## config.mk

```make
export PLATFORM = sky130hd
export DESIGN_NAME = dp_sequencer
export DESIGN_NICKNAME = d
export VERILOG_FILES = /design/src/rtl/dp_seq_pkg.sv /design/src/rtl/dp_sequencer_conv_strobe_gen.sv /design/src/rtl/dp_sequencer.sv
export SDC_FILE = /design/constraint.sdc
export NUM_CORES = 1
export LEC_CHECK = 0
export CAP_MARGIN = 20
export CELL_PAD_IN_SITES_DETAIL_PLACEMENT = 0
export CELL_PAD_IN_SITES_GLOBAL_PLACEMENT = 1
export CORE_MARGIN = 5
export CORE_UTILIZATION = 45
export CTS_CLUSTER_DIAMETER = 50
export DETAILED_ROUTE_END_ITERATION = 10
export PLACE_DENSITY = 0.84
export SLEW_MARGIN = 20
export SYNTH_ARGS = -nofsm -noshare
export SYNTH_HDL_FRONTEND = slang
export SYNTH_HIERARCHICAL = 1
export SYNTH_SLANG_ARGS = --single-unit
```

## constraint.sdc

```tcl
create_clock -name clk -period 4.2 [get_ports clk]
set_input_delay 0.84 -clock clk [delete_from_list [all_inputs] [get_ports clk]]
set_output_delay 0.84 -clock clk [all_outputs]
set_load 0.01 [all_outputs]
```

## src/rtl/dp_seq_pkg.sv

```systemverilog
// dp_seq_pkg: shared types and constants for the dp_sequencer slice.
//   dp_seq_state_t : sequencer states (IDLE, CLEAR, SETTLE, MEASURE)
//   ADC_W / DB_W   : ADC sample width and DataPath dB result width
//   WDOG_MULT      : watchdog limit in units of ADC sample periods
package dp_seq_pkg;

  typedef enum logic [1:0] {
    ST_IDLE,
    ST_CLEAR,
    ST_SETTLE,
    ST_MEASURE
  } dp_seq_state_t;

  localparam int ADC_W     = 12;
  localparam int DB_W      = 16;
  localparam int WDOG_MULT = 4;

endpackage

```

## src/rtl/dp_sequencer_conv_strobe_gen.sv

```systemverilog
// conv_strobe_gen: ADC convert strobe divider.
//   clk, rst_n : clock, asynchronous active-low reset
//   en         : count enable; counter is held at 0 while low
//   restart    : synchronous clear of counter and strobe
//   conv       : registered one-cycle strobe, high while the count is CLK_DIV-1
// CLK_DIV must be >= 2.
module conv_strobe_gen #(
  parameter int CLK_DIV = 10
) (
  input  logic clk,
  input  logic rst_n,
  input  logic en,
  input  logic restart,
  output logic conv
);

  localparam int CNT_W = $clog2(CLK_DIV);
  localparam logic [CNT_W-1:0] LAST = CNT_W'(CLK_DIV - 1);

  logic [CNT_W-1:0] cnt;
  logic [CNT_W-1:0] cnt_nxt;

  // NOTE: combinational blocks assign every output unconditionally first so
  // no path can leave a value held, which would infer a latch.
  always_comb begin
    cnt_nxt = cnt + CNT_W'(1);
    if (cnt == LAST) cnt_nxt = '0;
  end

  // NOTE: state registers use non-blocking assignments so every flop samples
  // pre-edge values regardless of statement order.
  always_ff @(posedge clk or negedge rst_n) begin
    if (!rst_n) begin
      cnt  <= '0;
      conv <= 1'b0;
    end else if (restart || !en) begin
      cnt  <= '0;
      conv <= 1'b0;
    end else begin
      cnt  <= cnt_nxt;
      // Strobe is registered from the next count, so it is high exactly
      // while cnt == CLK_DIV-1.
      conv <= (cnt_nxt == LAST);
    end
  end

endmodule

```

## src/rtl/dp_sequencer.sv

```systemverilog
// dp_sequencer: sequences the receiver DataPath for one measurement run.
// Clears the datapath, gates ADC samples into it, discards dB results while
// the filters settle, and reports the peak dB value of each fixed window.
//   clk, rst_n           : clock, asynchronous active-low reset
//   start_i / stop_i     : run request (IDLE only) / abort (wins over start)
//   continuous_i         : sampled at window end, 1 keeps measuring
//   adc_conv_o           : ADC convert strobe, one cycle every CLK_DIV cycles
//   adc_sample_i/_valid_i: ADC sample and qualifier
//   dp_clear_o, dp_en_o  : DataPath reset and enable
//   dp_sample_o/_valid_o : registered sample and qualifier to DataPath
//   dp_db_i/_valid_i     : unsigned dB result from DataPath
//   peak_db_o/_valid_o   : peak of last completed window, update pulse
//   busy_o               : state != IDLE
//   fault_o              : sticky watchdog timeout (macro DP_SEQ_TIMEOUT_EN),
//                          tied to 0 when the macro is undefined
// CLEAR_CYCLES, SETTLE_RESULTS and WINDOW_LEN must be >= 1, CLK_DIV >= 2.
module dp_sequencer
  import dp_seq_pkg::*;
#(
  parameter int CLK_DIV        = 10,
  parameter int CLEAR_CYCLES   = 4,
  parameter int SETTLE_RESULTS = 1000,
  parameter int WINDOW_LEN     = 64
) (
  input  logic             clk,
  input  logic             rst_n,
  input  logic             start_i,
  input  logic             stop_i,
  input  logic             continuous_i,
  output logic             adc_conv_o,
  input  logic [ADC_W-1:0] adc_sample_i,
  input  logic             adc_sample_valid_i,
  output logic             dp_clear_o,
  output logic             dp_en_o,
  output logic [ADC_W-1:0] dp_sample_o,
  output logic             dp_sample_valid_o,
  input  logic [DB_W-1:0]  dp_db_i,
  input  logic             dp_db_valid_i,
  output logic [DB_W-1:0]  peak_db_o,
  output logic             peak_valid_o,
  output logic             busy_o,
  output logic             fault_o
);

  localparam int CLR_W = $clog2(CLEAR_CYCLES + 1);
  localparam int SET_W = $clog2(SETTLE_RESULTS + 1);
  localparam int WIN_W = $clog2(WINDOW_LEN + 1);

  dp_seq_state_t    state;
  logic [CLR_W-1:0] clr_cnt;
  logic [SET_W-1:0] res_cnt;
  logic [WIN_W-1:0] win_cnt;
  logic [DB_W-1:0]  run_max;

  logic            in_run;
  logic            res_ok;
  logic            settle_done;
  logic            win_done;
  logic [DB_W-1:0] cand;
  logic            wdog_trip;
  logic            halt;

  always_comb begin
    in_run      = (state == ST_SETTLE) || (state == ST_MEASURE);
    res_ok      = dp_db_valid_i && in_run;
    settle_done = res_ok && (state == ST_SETTLE) &&
                  (res_cnt == SET_W'(SETTLE_RESULTS - 1));
    win_done    = res_ok && (state == ST_MEASURE) &&
                  (win_cnt == WIN_W'(WINDOW_LEN - 1));
    // First result of a window replaces whatever run_max held.
    cand        = run_max;
    if ((win_cnt == '0) || (dp_db_i > run_max)) cand = dp_db_i;
    // Every reason to leave SETTLE/MEASURE next cycle; also restarts the divider.
    halt        = stop_i || wdog_trip || (win_done && !continuous_i);
  end

`ifdef DP_SEQ_TIMEOUT_EN
  localparam int WD_LIMIT = WDOG_MULT * CLK_DIV;
  localparam int WD_W     = $clog2(WD_LIMIT + 1);

  logic [WD_W-1:0] wd_cnt;
  logic            fault_q;

  // wd_cnt holds the number of result-free cycles already seen; the trip
  // fires on the WD_LIMIT-th such cycle.
  assign wdog_trip = in_run && !dp_db_valid_i && (wd_cnt == WD_W'(WD_LIMIT - 1));
  assign fault_o   = fault_q;

  always_ff @(posedge clk or negedge rst_n) begin
    if (!rst_n) begin
      wd_cnt  <= '0;
      fault_q <= 1'b0;
    end else begin
      if ((state == ST_IDLE) && start_i && !stop_i) fault_q <= 1'b0;
      else if (wdog_trip)                          fault_q <= 1'b1;

      if (!in_run || dp_db_valid_i || halt) wd_cnt <= '0;
      else                                  wd_cnt <= wd_cnt + WD_W'(1);
    end
  end
`else
  assign wdog_trip = 1'b0;
  assign fault_o   = 1'b0;
`endif

  conv_strobe_gen #(
    .CLK_DIV (CLK_DIV)
  ) u_conv (
    .clk     (clk),
    .rst_n   (rst_n),
    .en      (dp_en_o),
    .restart (halt),
    .conv    (adc_conv_o)
  );

  always_ff @(posedge clk or negedge rst_n) begin
    if (!rst_n) begin
      state        <= ST_IDLE;
      clr_cnt      <= '0;
      res_cnt      <= '0;
      win_cnt      <= '0;
      run_max      <= '0;
      peak_db_o    <= '0;
      peak_valid_o <= 1'b0;
      dp_clear_o   <= 1'b0;
      dp_en_o      <= 1'b0;
      busy_o       <= 1'b0;
    end else begin
      peak_valid_o <= 1'b0;
      if (halt) begin
        state      <= ST_IDLE;
        clr_cnt    <= '0;
        res_cnt    <= '0;
        win_cnt    <= '0;
        run_max    <= '0;
        dp_clear_o <= 1'b0;
        dp_en_o    <= 1'b0;
        busy_o     <= 1'b0;
        // Non-continuous window end still reports; an abort never does.
        if (win_done && !stop_i) begin
          peak_db_o    <= cand;
          peak_valid_o <= 1'b1;
        end
      end else begin
        unique case (state)
          ST_IDLE: begin
            if (start_i) begin
              state      <= ST_CLEAR;
              clr_cnt    <= '0;
              dp_clear_o <= 1'b1;
              busy_o     <= 1'b1;
            end
          end
          ST_CLEAR: begin
            if (clr_cnt == CLR_W'(CLEAR_CYCLES - 1)) begin
              state      <= ST_SETTLE;
              dp_clear_o <= 1'b0;
              dp_en_o    <= 1'b1;
            end else begin
              clr_cnt <= clr_cnt + CLR_W'(1);
            end
          end
          ST_SETTLE: begin
            if (settle_done) begin
              res_cnt <= '0;
              state   <= ST_MEASURE;
            end else if (res_ok) begin
              res_cnt <= res_cnt + SET_W'(1);
            end
          end
          ST_MEASURE: begin
            if (res_ok) begin
              run_max <= cand;
              if (win_done) begin
                peak_db_o    <= cand;
                peak_valid_o <= 1'b1;
                win_cnt      <= '0;
              end else begin
                win_cnt <= win_cnt + WIN_W'(1);
              end
            end
          end
          default: state <= ST_IDLE;
        endcase
      end
    end
  end

  // Sample path: data holds while disabled, qualifier is forced low.
  always_ff @(posedge clk or negedge rst_n) begin
    if (!rst_n) begin
      dp_sample_o       <= '0;
      dp_sample_valid_o <= 1'b0;
    end else if (dp_en_o) begin
      dp_sample_o       <= adc_sample_i;
      dp_sample_valid_o <= adc_sample_valid_i;
    end else begin
      dp_sample_valid_o <= 1'b0;
    end
  end

endmodule
```

==> results of run 1 <==
cell families after synthesis:
group                      count (synthesis)  synth area share [%]
buffers and inverters                     65                  6.51
DFF                                       76                  44.2
adders and majority gates                 25                  7.27
and+or+nand+nor                          134                  15.8
muxes                                     13                  3.37
xor gates and xnor gates                   9                  1.83
other                                      1                0.0872
AOI/OAI and AO/OA                        114                  20.9
placed cells by master (no fill, tap or decap), types with 2 or more instances in the layout:
master	netlist	final
sky130_fd_sc_hd__inv_1	41	41
sky130_fd_sc_hd__and4_1	5	5
sky130_fd_sc_hd__clkbuf_8	0	9
sky130_fd_sc_hd__dfrtp_1	76	76
sky130_fd_sc_hd__mux2_2	12	12
sky130_fd_sc_hd__nor2_2	2	2
sky130_fd_sc_hd__a21oi_1	35	35
sky130_fd_sc_hd__a311oi_2	14	14
sky130_fd_sc_hd__nand2_1	20	20
sky130_fd_sc_hd__clkdlybuf4s50_1	0	67
sky130_fd_sc_hd__o211ai_1	2	2
sky130_fd_sc_hd__nand3b_1	2	2
sky130_fd_sc_hd__nor3_1	22	22
sky130_fd_sc_hd__o21ai_0	11	11
sky130_fd_sc_hd__xnor2_1	4	4
sky130_fd_sc_hd__nand2b_1	3	3
sky130_fd_sc_hd__nand4_1	6	6
sky130_fd_sc_hd__and2_1	3	3
sky130_fd_sc_hd__ha_1	25	25
sky130_fd_sc_hd__buf_4	1	10
sky130_fd_sc_hd__nor2b_1	3	3
sky130_fd_sc_hd__a31oi_1	3	3
sky130_fd_sc_hd__nand3_1	8	8
sky130_fd_sc_hd__a22o_1	16	16
sky130_fd_sc_hd__clkinvlp_4	0	2
sky130_fd_sc_hd__a22oi_1	5	5
sky130_fd_sc_hd__a311oi_1	19	19
sky130_fd_sc_hd__nor2_1	48	48
sky130_fd_sc_hd__inv_6	0	3
sky130_fd_sc_hd__nand2b_4	2	2
sky130_fd_sc_hd__xor2_1	5	5
sky130_fd_sc_hd__nor4_1	2	2
per-stage QoR:
step / std cells / setup slack (ns) / area, µm² / hold slack, ns / power, mW
floorplan: 437 / 1.63 / 4300 / 0.459 / 1.06
detailed placement: 619 / 0.885 / 5090 / 0.485 / 1.22
CTS: 635 / 1.27 / 5270 / 0.504 / 1.76
finish: 636 / 1.27 / 5290 / 0.439 / 1.74
global route: 636 / 1.05 / 5290 / 0.476 / 1.85
global placement: 619 / 0.925 / 5090 / 0.485 / 1.21
power by group:
group	internal [mW]	switching, mW
clock	0.224	0.311
sequential	0.775	0.0328
combinational	0.173	0.226
worst max-delay path by stage:
stage	start	to	slack (ns)
floorplan	dp_db_i[15]	run_max[1]$_DFFE_PN0P_	1.63
global route	dp_db_i[7]	run_max[8]$_DFFE_PN0P_	1.05
detailed placement	dp_db_i[10]	run_max[4]$_DFFE_PN0P_	0.88
CTS	dp_db_i[11]	peak_db_o[9]$_DFFE_PN0P_	1.27
global placement	dp_db_i[11]	peak_db_o[3]$_DFFE_PN0P_	0.92
finish	dp_db_i[10]	run_max[6]$_DFFE_PN0P_	1.27
Yosys cell counts (8+ instances only):
cell type                   n
sky130_fd_sc_hd__a21oi_1   35
sky130_fd_sc_hd__a22o_1    16
sky130_fd_sc_hd__a311oi_1  19
sky130_fd_sc_hd__a311oi_2  14
sky130_fd_sc_hd__buf_2      8
sky130_fd_sc_hd__clkbuf_1  11
sky130_fd_sc_hd__dfrtp_1   76
sky130_fd_sc_hd__ha_1      25
sky130_fd_sc_hd__inv_1     41
sky130_fd_sc_hd__mux2_2    12
sky130_fd_sc_hd__nand2_1   20
sky130_fd_sc_hd__nand3_1    8
sky130_fd_sc_hd__nor2_1    48
sky130_fd_sc_hd__nor3_1    22
sky130_fd_sc_hd__o21ai_0   11
layer usage:
metal  part of all wire [%]  track usage (%)  vias up
met4                   0.99             4.96        0
met1                     47             23.1     1668
li1                       -                -     1705
met3                    4.2             3.60       10
met5                      0                0        -
met2                     48             29.6       82
sequential cells by signal, summed over array words and instances (netlist names):
register           cells
busy_o                 1
clr_cnt                3
dp_clear_o             1
dp_en_o                1
dp_sample_o           12
dp_sample_valid_o      1
peak_db_o             16
peak_valid_o           1
res_cnt               10
run_max               16
state                  2
u_conv/cnt             4
u_conv/conv            1
win_cnt                7
area by class of cell:
class	instances	area, µm²	share of cell area (%)
clock buffer	9	124	2.34
clock inverter	7	57.6	1.09
inverter	41	154	2.91
multi-input combinational	296	2130	40.2
sequential	76	1900	35.9
tap	129	161	3.05
timing repair buffer	78	766	14.5
==> flow_results.org, run 1 <==
** Timing
- Setup violations, final :: 0
- For this run, the top clock speed supported by timing is 341 MHz.
- Across the routed clock network, the largest skew measured is 0.0128 ns.
- The final count of hold timing violations was 0.
- Final Max Tran Viols :: 0
- Counting I/O delays and the setup requirement, the final critical path takes 2.93 ns.
- Actual slew at the worst max-slew pin :: 0.864 ns
- Worst relative slew slack :: 42.3%
- The worst path uses 69.8% of the clock period.
- Setup TNS :: 0 ns
- RSZ-0062 raised after global routing :: false

** Clock network
- Post-CTS timing repair inserted 0 buffers for setup.
- After clock tree synthesis, the flow added hold-fix buffers numbering 0.
- Number of CTS-inserted buffers :: 9
- The tree is rooted in a sky130_fd_sc_hd__clkbuf_8.
- Cells resized by post-CTS repair :: 0
- TritonCTS Sinks :: 76
- In this run the number of H-tree levels came out at 3.
- Clk pin slew, worst setup/hold paths :: 0.09 ns
- The clock reaches the later pin of the worst-skew pair after 0.36 ns.
- CTS tree :: built
- CTS Buffer Depth :: 2

** Hold path
- The path class of the tightest hold or removal check is input pin to async pin.

** Worst setup path
- Measured in cells, the most critical reg-to-reg path has a length of 6.
- Endpoint of the most critical register-to-register path :: peak_db_o[6]$_DFFE_PN0P_
- The number of buffers and inverters on the critical path is 1.
- Element type at the critical path end :: flip-flop
- The startpoint identified for the worst register-to-register timing path is win_cnt[2]$_DFFE_PN0P_.
- Worst-path cell chain :: clkdlybuf4s50_1, ha_1, and4_1, a31oi_1, nand4_1, a31o_2, a22o_1
- Setup crit start kind :: input pin
- Slowest stage cell, crit path :: sky130_fd_sc_hd__clkdlybuf4s50_1
- Worst reg-to-reg setup slack :: 1.58 ns
- Stage delay of the slowest cell on the critical path :: 0.50 ns
- Among cell families on the critical path, the largest total delay comes from compound AO/OA/AOI/OAI gates.
- The critical path crosses 7 cells after its start point.
- The setup path with the least slack is of type input pin to flip-flop.
- Worst Path Max Fanout :: 16
- Data required time of the critical path :: 4.45 ns
- Worst EP arrival :: 3.18 ns

** Floorplanning
- Starting density of the core :: 46.3%
- Measured along the y axis, the die boundary spans 108 µm.
- CORE AREA :: 0.00928 mm²
- The die is 108 µm wide.
- Total die area :: 0.0116 mm²
- Std cell rows :: 35
- In this run the count of I/O pins placed on the die edge is 70.

** Detailed routing
- Via/cell ratio :: 5.45
- Detailed routing inserted a total of 3465 vias.
- Drt first pass iters :: 4
- Dividing the detail-routed wire length by the instance count gives 15.3 µm.
- The first routing iteration left 212 violations.
- In the routed design, unresolved DRC markers number 0.
- Total routed wirelength :: 9710 µm
- In this run the remaining antenna-violating nets after routing total 0.

** GRT
- Global routing finished with a remaining overflow of 0.
- Wire length of the first global-routing pass :: 16700 µm
- The initial antenna violation count was 0.
- Entering global routing, the biggest net connects 77 pins.
- The number of global-route vias before repair came to 3532.
- GRT Total Usage :: 17.7%

** Synth
- Number of enable-type register cells in the synthesized netlist :: 0
- The number of nets handed over by synthesis was 497.
- Biggest area consumer among synthesized cells :: sky130_fd_sc_hd__dfrtp_1
- The most used flip-flop cell after synthesis is sky130_fd_sc_hd__dfrtp_1.
- The number of different library cells used by synthesis comes to 51.
- For this run, the register share of the synthesized area comes to 44.2%.
- After synthesis, the share of flip-flops with an asynchronous set or reset is 100%.
- Total standard cell area after synthesis :: 0.00430 mm²
- Cell types with the largest area share after synthesis :: sky130_fd_sc_hd__dfrtp_1, sky130_fd_sc_hd__ha_1, sky130_fd_sc_hd__a311oi_2
- Counting flops and latches in the post-synthesis netlist gives 76.
- The share of synthesized area in the top cell type comes to 44.2%.
- After synthesis, the mean cell area works out to 9.85 µm².
- For this run, the number of Yosys warnings is 6.
- Synthesis produced a netlist whose cell count is 437.

** Layout
- Fill count :: 856
- After the last flow step, the layout net total stands at 562.
- The number of antenna diodes in the final layout is 0.
- At the end of the flow the core is filled with cells to 57.0%.
- Of the cells placed in the final design, the portion with a size suffix greater than 1 is 12.4%.
- Compared with the post-synthesis result, the final layout area differs by 23.0%.

** Status
- Outcome :: finished clean

** Pwr
- IR analysis of the VDD net gives a maximum drop of 148 µV.
- Power density over the cells :: 329 mW/mm²
- Reported leakage power :: 2.21 nW

** Place
- At the end of routability-driven placement, the weighted congestion stood at 0.815.
- Port buffering added 68 buffers.
- Detailed placement finished with a half-perimeter wire length of 6870 µm.

** Job
- Across the run, the number of max-cap violations was 0.
Note: power is estimated with default switching activity, not from simulation.
==> inputs of run 2 (changes only) <==
--- a/config.mk
+++ b/config.mk
@@ -9,10 +9,10 @@
 export CELL_PAD_IN_SITES_DETAIL_PLACEMENT = 0
 export CELL_PAD_IN_SITES_GLOBAL_PLACEMENT = 1
 export CORE_MARGIN = 5
-export CORE_UTILIZATION = 45
+export CORE_UTILIZATION = 42
 export CTS_CLUSTER_DIAMETER = 50
 export DETAILED_ROUTE_END_ITERATION = 10
-export PLACE_DENSITY = 0.84
+export PLACE_DENSITY = 0.79
 export SLEW_MARGIN = 20
 export SYNTH_ARGS = -nofsm -noshare
 export SYNTH_HDL_FRONTEND = slang
==> constraint.sdc (replaced) <==
create_clock -name clk -period 2.8 [get_ports clk]
set_input_delay 0.56 -clock clk [delete_from_list [all_inputs] [get_ports clk]]
set_output_delay 0.56 -clock clk [all_outputs]
set_load 0.01 [all_outputs]
==> flow_results.org, run 2 (synthesis gave the netlist of run 1 again) <==
** Place
- The final weighted congestion in routability-driven placement was 0.848 (was 0.815).
- The half-perimeter wire length after detailed placement was 7290 µm (was 6870 µm).
- Count of buffers inserted at the top-level ports :: 68 (unchanged)

** Clock network
- Number of H-tree branching levels :: 3 (unchanged)
- Number of CTS-inserted buffers :: 9 (unchanged)
- Later-pin clock latency in the skew report :: 0.35 ns (was 0.36 ns)
- Count of hold-fix buffers inserted at cts :: 0 (unchanged)
- The number of sinks on the clock net is 76 (unchanged).
- CTS Buffer Depth :: 2 (unchanged)
- Clk pin slew, worst setup/hold paths :: 0.09 ns (about the same)
- The post-CTS resize count was 0 (unchanged).
- Clock root cell :: sky130_fd_sc_hd__clkbuf_8 (unchanged)
- Post-CTS Setup Bufs :: 0 (unchanged)
- CTS tree :: built (unchanged)

** Layout
- Footprint of the flip-flops and latches :: 0.00190 mm² (unchanged)
- Fill count :: 900 (was 856)
- Largest registers in the final layout: peak_db_o x16, run_max x16, dp_sample_o x12 (unchanged).
- Commonest non-fill, non-tap cells in the layout: sky130_fd_sc_hd__dfrtp_1, sky130_fd_sc_hd__clkdlybuf4s50_1, sky130_fd_sc_hd__nor2_1 (unchanged).
- Final core utilization :: 54.6% (was 57.0%)
- The area growth from synthesis to final layout is 28.7% (was 23.0%).
- The most frequent standard cell in the layout excluding fill and tap cells is sky130_fd_sc_hd__dfrtp_1 (unchanged).
- Share of post-route cells with drive strength above 1 :: 15.7% (was 12.4%)
- The combined area of the multi-input logic cells is 0.00213 mm² (unchanged).
- Antenna cells :: 0 (unchanged)
- The number of nets at the end of the flow was 582 (was 562).

** Worst setup path
- The top fanout value on the critical path was 7 (was 16).
- Worst-path cell chain: clkdlybuf4s50_1, ha_1, and4_1, and4_1, buf_4, a311oi_2, a21oi_1, a311oi_1 (was clkdlybuf4s50_1, ha_1, and4_1, a31oi_1, nand4_1, a31o_2, a22o_1).
- WS Path Type :: input pin to flip-flop (unchanged)
- The critical path launch point type was an input pin (unchanged).
- Count of buffering cells on the critical path with inverters included :: 2 (was 1)
- The biggest cell delay along the critical path is 0.47 ns (was 0.50 ns).
- The type of element capturing the critical path is a flip-flop (unchanged).
- The critical path data arrival time was 2.72 ns (was 3.18 ns).
- The slowest cell on the critical path was sky130_fd_sc_hd__clkdlybuf4s50_1 (unchanged).
- The endpoint required time on the critical path was 3.05 ns (was 4.45 ns).
- Family with the most delay on the worst path :: buffers and inverters (was compound AO/OA/AOI/OAI gates)
- Among the stages of the critical path, the cell type that occurs most often is sky130_fd_sc_hd__and4_1.

** Timing
- The worst-case headroom to the max-slew limit is 65.7% (was 42.3%).
- Final Max Tran Viols :: 0 (unchanged)
- RSZ-0062 raised after global routing :: false (unchanged)
- The setup clock skew after layout came to 0.00405 ns (was 0.0128 ns).
- The clock period could shrink to 2.48 ns.
- The sum of negative setup slack was 0 ns (unchanged).
- Based on the critical path, the design can be clocked at up to 404 MHz.
- Actual slew at the worst max-slew pin :: 0.510 ns (was 0.864 ns)
- Portion of the clock cycle consumed by the worst path in the final layout :: 88.4%
- Final hold viol count :: 0 (unchanged)
- Setup violations, final :: 0 (unchanged)

** GRT
- Number of antenna violations at the first check in global routing :: 0 (unchanged)
- Largest net degree at the start of global routing :: 77 (unchanged)
- GRT Total Usage :: 17.2% (was 17.7%)
- Global-route congestion overflow total :: 0 (unchanged)
- The wire length of the first global-routing pass was 17700 µm (was 16700 µm).
- The number of global-route vias before repair is 3655 (was 3532).

** Detailed routing
- The wire length per cell is 15.6 µm (was 15.3 µm).
- The via count came to 3618 (was 3465).
- Total routed wirelength :: 10300 µm (was 9710 µm)
- Drt first pass iters :: 4 (unchanged)
- The number of violations reported at the end of detailed-routing iteration 0 was 141 (was 212).
- The number of remaining DRC errors came to 0 (unchanged).
- The remaining antenna violation count was 0 (unchanged).
- Via/cell ratio :: 5.46 (was 5.45)

** Floorplanning
- The area of the die came to 0.0124 mm² (was 0.0116 mm²).
- Die Height :: 111 µm (was 108 µm)
- Std cell rows :: 37 (was 35)
- Die width :: 111 µm (was 108 µm)
- The top-level I/O count came to 70 (unchanged).
- The core footprint came to 0.0101 mm² (was 0.00928 mm²).
- Starting density of the core :: 42.4% (was 46.3%)

** Pwr
- Worst ir drop on vdd :: 320 µV (was 148 µV)
- Reported leakage power :: 2.35 nW (was 2.21 nW)
- Power density over the cells :: 522 mW/mm² (was 329 mW/mm²)

** Hold path
- Worst hold path type :: input pin to async pin (unchanged)

** Job
- The count of max-cap constraint violations came to 0 (unchanged).

** Status
- Outcome: finished clean (unchanged).
[run 2: layout make-up]
| class | instances | share of cell area, % |
|---|---|---|
| Multi-Input combinational cell | 296 | 38.4 |
| Timing Repair Buffer | 98 | 16.9 |
| Inverter | 41 | 2.78 |
| Tap cell | 136 | 3.07 |
| Clock inverter | 7 | 2.21 |
| Clock buffer | 9 | 2.24 |
| Sequential cell | 76 | 34.4 |
[run 2: layer usage]
metal / track usage (%) / up-vias / wire length (µm)
li1: - / 1751 / -
met1: 22.2 / 1766 / 4590
met2: 28.4 / 85 / 5070
met3: 3.17 / 16 / 455
met4: 6.81 / 0 / 205
met5: 0 / - / 0
[run 2: metrics by stage]
step	instances	power, mW	instance area, µm²	setup slack [ns]	hold WS [ns]
2_1_floorplan	437	1.59	4300	0.513	0.264
3_3_place_gp	646	1.84	5260	0.0565	0.482
3_5_place_dp	646	1.86	5260	0.0101	0.490
4_1_cts	662	2.92	5510	0.333	0.398
5_1_grt	663	3.05	5540	0.175	0.121
6_report	663	2.89	5540	0.324	0.108
[run 2: worst reg2reg max path: stages, from the launching register on]
cell and delay, ns:
sky130_fd_sc_hd__dfrtp_1 0.38, sky130_fd_sc_hd__inv_1 0.09, sky130_fd_sc_hd__ha_1 0.32, sky130_fd_sc_hd__and4_1 0.27
sky130_fd_sc_hd__and4_1 0.23, sky130_fd_sc_hd__buf_4 0.21, sky130_fd_sc_hd__a311oi_2 0.28, sky130_fd_sc_hd__a21oi_1 0.07
sky130_fd_sc_hd__a311oi_1 0.27
[run 2: final timing paths]
path,from,to,slack [ns],depth (start not counted)
min in group clk,busy_o$_DFFE_PN0P_,busy_o$_DFFE_PN0P_,0.50,2
max,dp_db_i[15],peak_db_o[14]$_DFFE_PN0P_,0.32,8
max reg2reg,run_max[15]$_DFFE_PN0P_,peak_db_o[14]$_DFFE_PN0P_,0.59,8
min,rst_n,clr_cnt[2]$_DFFE_PN0P_,0.11,1
min reg2reg,busy_o$_DFFE_PN0P_,busy_o$_DFFE_PN0P_,0.50,2
max in group asynchronous,rst_n,u_conv/cnt[2]$_DFF_PN0_,2.12,2
[run 2: where the power goes]
| group | internal [mW] | total [mW] | switching [mW] |
|---|---|---|---|
| combinational | 0.276 | 0.627 | 0.351 |
| clock | 0.599 | 1.05 | 0.451 |
| sequential | 1.16 | 1.21 | 0.0500 |
| total | 2.04 | 2.89 | 0.852 |
==> inputs of run 3 (changes only) <==
--- a/config.mk
+++ b/config.mk
@@ -6,13 +6,11 @@
 export NUM_CORES = 1
 export LEC_CHECK = 0
 export CAP_MARGIN = 20
-export CELL_PAD_IN_SITES_DETAIL_PLACEMENT = 0
-export CELL_PAD_IN_SITES_GLOBAL_PLACEMENT = 1
 export CORE_MARGIN = 5
-export CORE_UTILIZATION = 42
+export CORE_UTILIZATION = 50
 export CTS_CLUSTER_DIAMETER = 50
 export DETAILED_ROUTE_END_ITERATION = 10
-export PLACE_DENSITY = 0.79
+export PLACE_DENSITY = 0.73
 export SLEW_MARGIN = 20
 export SYNTH_ARGS = -nofsm -noshare
 export SYNTH_HDL_FRONTEND = slang
==> flow_results.org, run 3 (synthesis gave the netlist of run 1 again) <==
** Status
- Outcome: finished clean (unchanged).

** Floorplanning
- Std cell rows :: 33 (was 37)
- CORE AREA :: 0.00830 mm² (was 0.0101 mm²)
- The top-level I/O count is 70 (unchanged).
- Starting density of the core :: 51.8% (was 42.4%)
- The area of the die came to 0.0106 mm² (was 0.0124 mm²).
- Die width :: 103 µm (was 111 µm)
- The vertical die dimension came to 103 µm (was 111 µm).

** Place
- Post-detailed-placement cell area :: 0.00516 mm² (was 0.00526 mm²)
- The worst slack at placement came to -0.0708 ns (was 0.0101 ns).
- Count of buffers inserted at the top-level ports :: 68 (unchanged)
- The final weighted congestion in routability-driven placement is 0.875 (was 0.848).
- The half-perimeter wire length after detailed placement was 6990 µm (was 7290 µm).
- Count of placed standard cells including taps :: 607 (was 646)

** Detailed routing
- The first-pass detailed-route iteration total came to 5 (was 4).
- Drt drc :: 0 (unchanged)
- The via count was 3640 (was 3618).
- Total routed wirelength :: 10100 µm (was 10300 µm)
- Number of DRC violations after detailed-routing iteration 0 :: 121 (was 141)
- Number of nets with antenna violations after detailed routing :: 0 (unchanged)
- The wire length per cell is 16.2 µm (was 15.6 µm).
- Via/cell ratio :: 5.84 (was 5.46)

** Layout
- # nets final :: 573 (was 582)
- Largest registers in the final layout :: peak_db_o x16, run_max x16, dp_sample_o x12 (unchanged)
- Share of post-route cells with drive strength above 1 :: 14.3% (was 15.7%)
- The antenna cell count is 0 (unchanged).
- Area of all placed cells without fillers :: 0.00541 mm² (was 0.00554 mm²)
- Layout Area Growth over Synthesis :: 25.7% (was 28.7%)
- Final Instance Count excl. Fillers :: 623 (was 663)
- Commonest non-fill, non-tap cells in the layout :: sky130_fd_sc_hd__dfrtp_1, sky130_fd_sc_hd__clkdlybuf4s50_1, sky130_fd_sc_hd__nor2_1 (unchanged)
- The utilization after layout came to 65.2% (was 54.6%).
- The most frequent standard cell in the layout excluding fill and tap cells is sky130_fd_sc_hd__dfrtp_1 (unchanged).

** Worst setup path
- WS Path Type :: input pin to flip-flop (unchanged)
- Worst EP arrival :: 2.72 ns (about the same)
- The cell seen most often among critical-path stages is sky130_fd_sc_hd__and4_1 (unchanged).
- Origin of the critical flop-to-flop path :: state[1]$_DFFE_PN0P_ (was run_max[15]$_DFFE_PN0P_)
- Worst-path cell chain :: clkdlybuf4s50_1, ha_1, and4_1, and4_1, nor2_2, a311oi_1 (was clkdlybuf4s50_1, ha_1, and4_1, and4_1, buf_4, a311oi_2, a21oi_1, a311oi_1)
- Number of cells on the worst reg-to-reg path :: 6 (was 8)
- Worst reg-to-reg setup slack :: 0.39 ns (was 0.59 ns)
- Slowest stage cell, crit path :: sky130_fd_sc_hd__nor2_2 (was sky130_fd_sc_hd__clkdlybuf4s50_1)
- The endpoint of the worst register-to-register path is peak_db_o[5]$_DFFE_PN0P_ (was peak_db_o[14]$_DFFE_PN0P_).
- The top fanout value on the critical path is 16 (was 7).
- The type of element capturing the critical path is a flip-flop (unchanged).
- Setup crit start kind :: input pin (unchanged)
- Data required time of the critical path :: 3.00 ns (was 3.05 ns)
- Stage delay of the slowest cell on the critical path :: 0.62 ns (was 0.47 ns)

** Clock network
- CTS Buffer Depth :: 2 (unchanged)
- Clk pin slew, worst setup/hold paths :: 0.08 ns (was 0.09 ns)
- Count of hold-fix buffers inserted at cts :: 0 (unchanged)
- The number of H-tree levels is 3 (unchanged).
- Cells resized by post-CTS repair :: 0 (unchanged)
- TritonCTS Sinks :: 76 (unchanged)
- The CTS root buffer is sky130_fd_sc_hd__clkbuf_8 (unchanged).
- Later-pin clock latency in the skew report :: 0.36 ns (was 0.35 ns)
- CTS tree :: built (unchanged)
- Number of CTS-inserted buffers :: 9 (unchanged)
- The count of buffers added by post-CTS timing repair for setup was 0 (unchanged).

** Timing
- The final count of hold timing violations is 0 (unchanged).
- Actual slew at the worst max-slew pin :: 0.948 ns (was 0.510 ns)
- The setup clock skew after layout came to 0.0101 ns (was 0.00405 ns).
- The final worst setup slack was 0.282 ns (was 0.324 ns).
- The maximum clock rate is 397 MHz (was 404 MHz).
- The total of endpoints with negative setup slack in the final report is 0 (unchanged).
- The share of the clock period used by the worst path after layout was 89.9% (was 88.4%).
- Post-route minimum period :: 2.52 ns (was 2.48 ns)
- RSZ-0062 raised after global routing: false (unchanged).
- The number of slew-limit violations in the final report was 0 (unchanged).
- The worst hold-check slack was 0.331 ns (was 0.108 ns).
- The worst-case headroom to the max-slew limit was 36.8% (was 65.7%).
- The sum of negative setup slack came to 0 ns (unchanged).

** Pwr
- The worst ir drop on vdd came to 236 µV (was 320 µV).
- Reported leakage power :: 2.30 nW (was 2.35 nW)
- Total power after layout :: 2.87 mW (was 2.89 mW)
- Power density over the cells :: 531 mW/mm² (was 522 mW/mm²)

** Job
- Max-capacitance violation count :: 0 (unchanged)

** Hold path
- Worst hold path type :: input pin to async pin (unchanged)

** GRT
- Wire length of the first global-routing pass :: 16900 µm (was 17700 µm)
- GRT Total Usage :: 20.1% (was 17.2%)
- The global route total overflow was 0 (unchanged).
- The number of global-route vias before repair came to 3658 (was 3655).
- The maximum number of pins on one net before global-route repair is 77 (unchanged).
- Number of antenna violations at the first check in global routing :: 0 (unchanged)
[run 3: changes by cell type in the layout (fill, tap and decap cells not counted), sizes merged]
cell,delta
clkinvlp,-2
buf,-9
clkinv,+2
[run 3: critical path: cells and delay by family]
family | cells | cell delay [ns]
AO/OA/AOI/OAI | 1 | 0.21
adder cells (fa/ha/maj) | 1 | 0.34
buffers and inverters | 1 | 0.48
AND/OR/NAND/NOR | 3 | 1.12
[run 3: worst max-delay path by stage]
stage                            from                   endpoint  slack (ns)
after floorplan           dp_db_i[15]     run_max[1]$_DFFE_PN0P_        0.51
final                     dp_db_i[15]   peak_db_o[5]$_DFFE_PN0P_        0.28
after detailed placement  dp_db_i[15]  peak_db_o[15]$_DFFE_PN0P_       -0.07
after global placement     dp_db_i[9]   peak_db_o[3]$_DFFE_PN0P_      -0.007
after global routing       dp_db_i[9]   peak_db_o[0]$_DFFE_PN0P_        0.13
after CTS                 dp_db_i[15]   peak_db_o[5]$_DFFE_PN0P_        0.31
[run 3: cell type report]
| class | instances | area [µm²] |
|---|---|---|
| well taps | 105 | 131 |
| multi-input cells | 296 | 2130 |
| repair buffers | 89 | 848 |
| fillers | 665 | 2890 |
| flip-flops and latches | 76 | 1900 |
| inverters | 41 | 154 |
| clock buffers | 9 | 124 |
| clock inverters | 7 | 121 |
[run 3: power by group]
| group | internal (mW) | total (mW) | leakage [nW] | switching (mW) |
|---|---|---|---|---|
| clock network | 0.598 | 1.04 | 0.124 | 0.443 |
| logic | 0.273 | 0.621 | 1.14 | 0.348 |
| registers | 1.16 | 1.21 | 1.04 | 0.0500 |
[run 3: per-layer routing]
metal	GRT usage, %	routed length, µm	up-vias
met5	0	0	-
met4	7.87	146	0
met3	3.25	730	13
met2	34.7	4920	131
met1	25.3	4320	1758
li1	-	-	1738
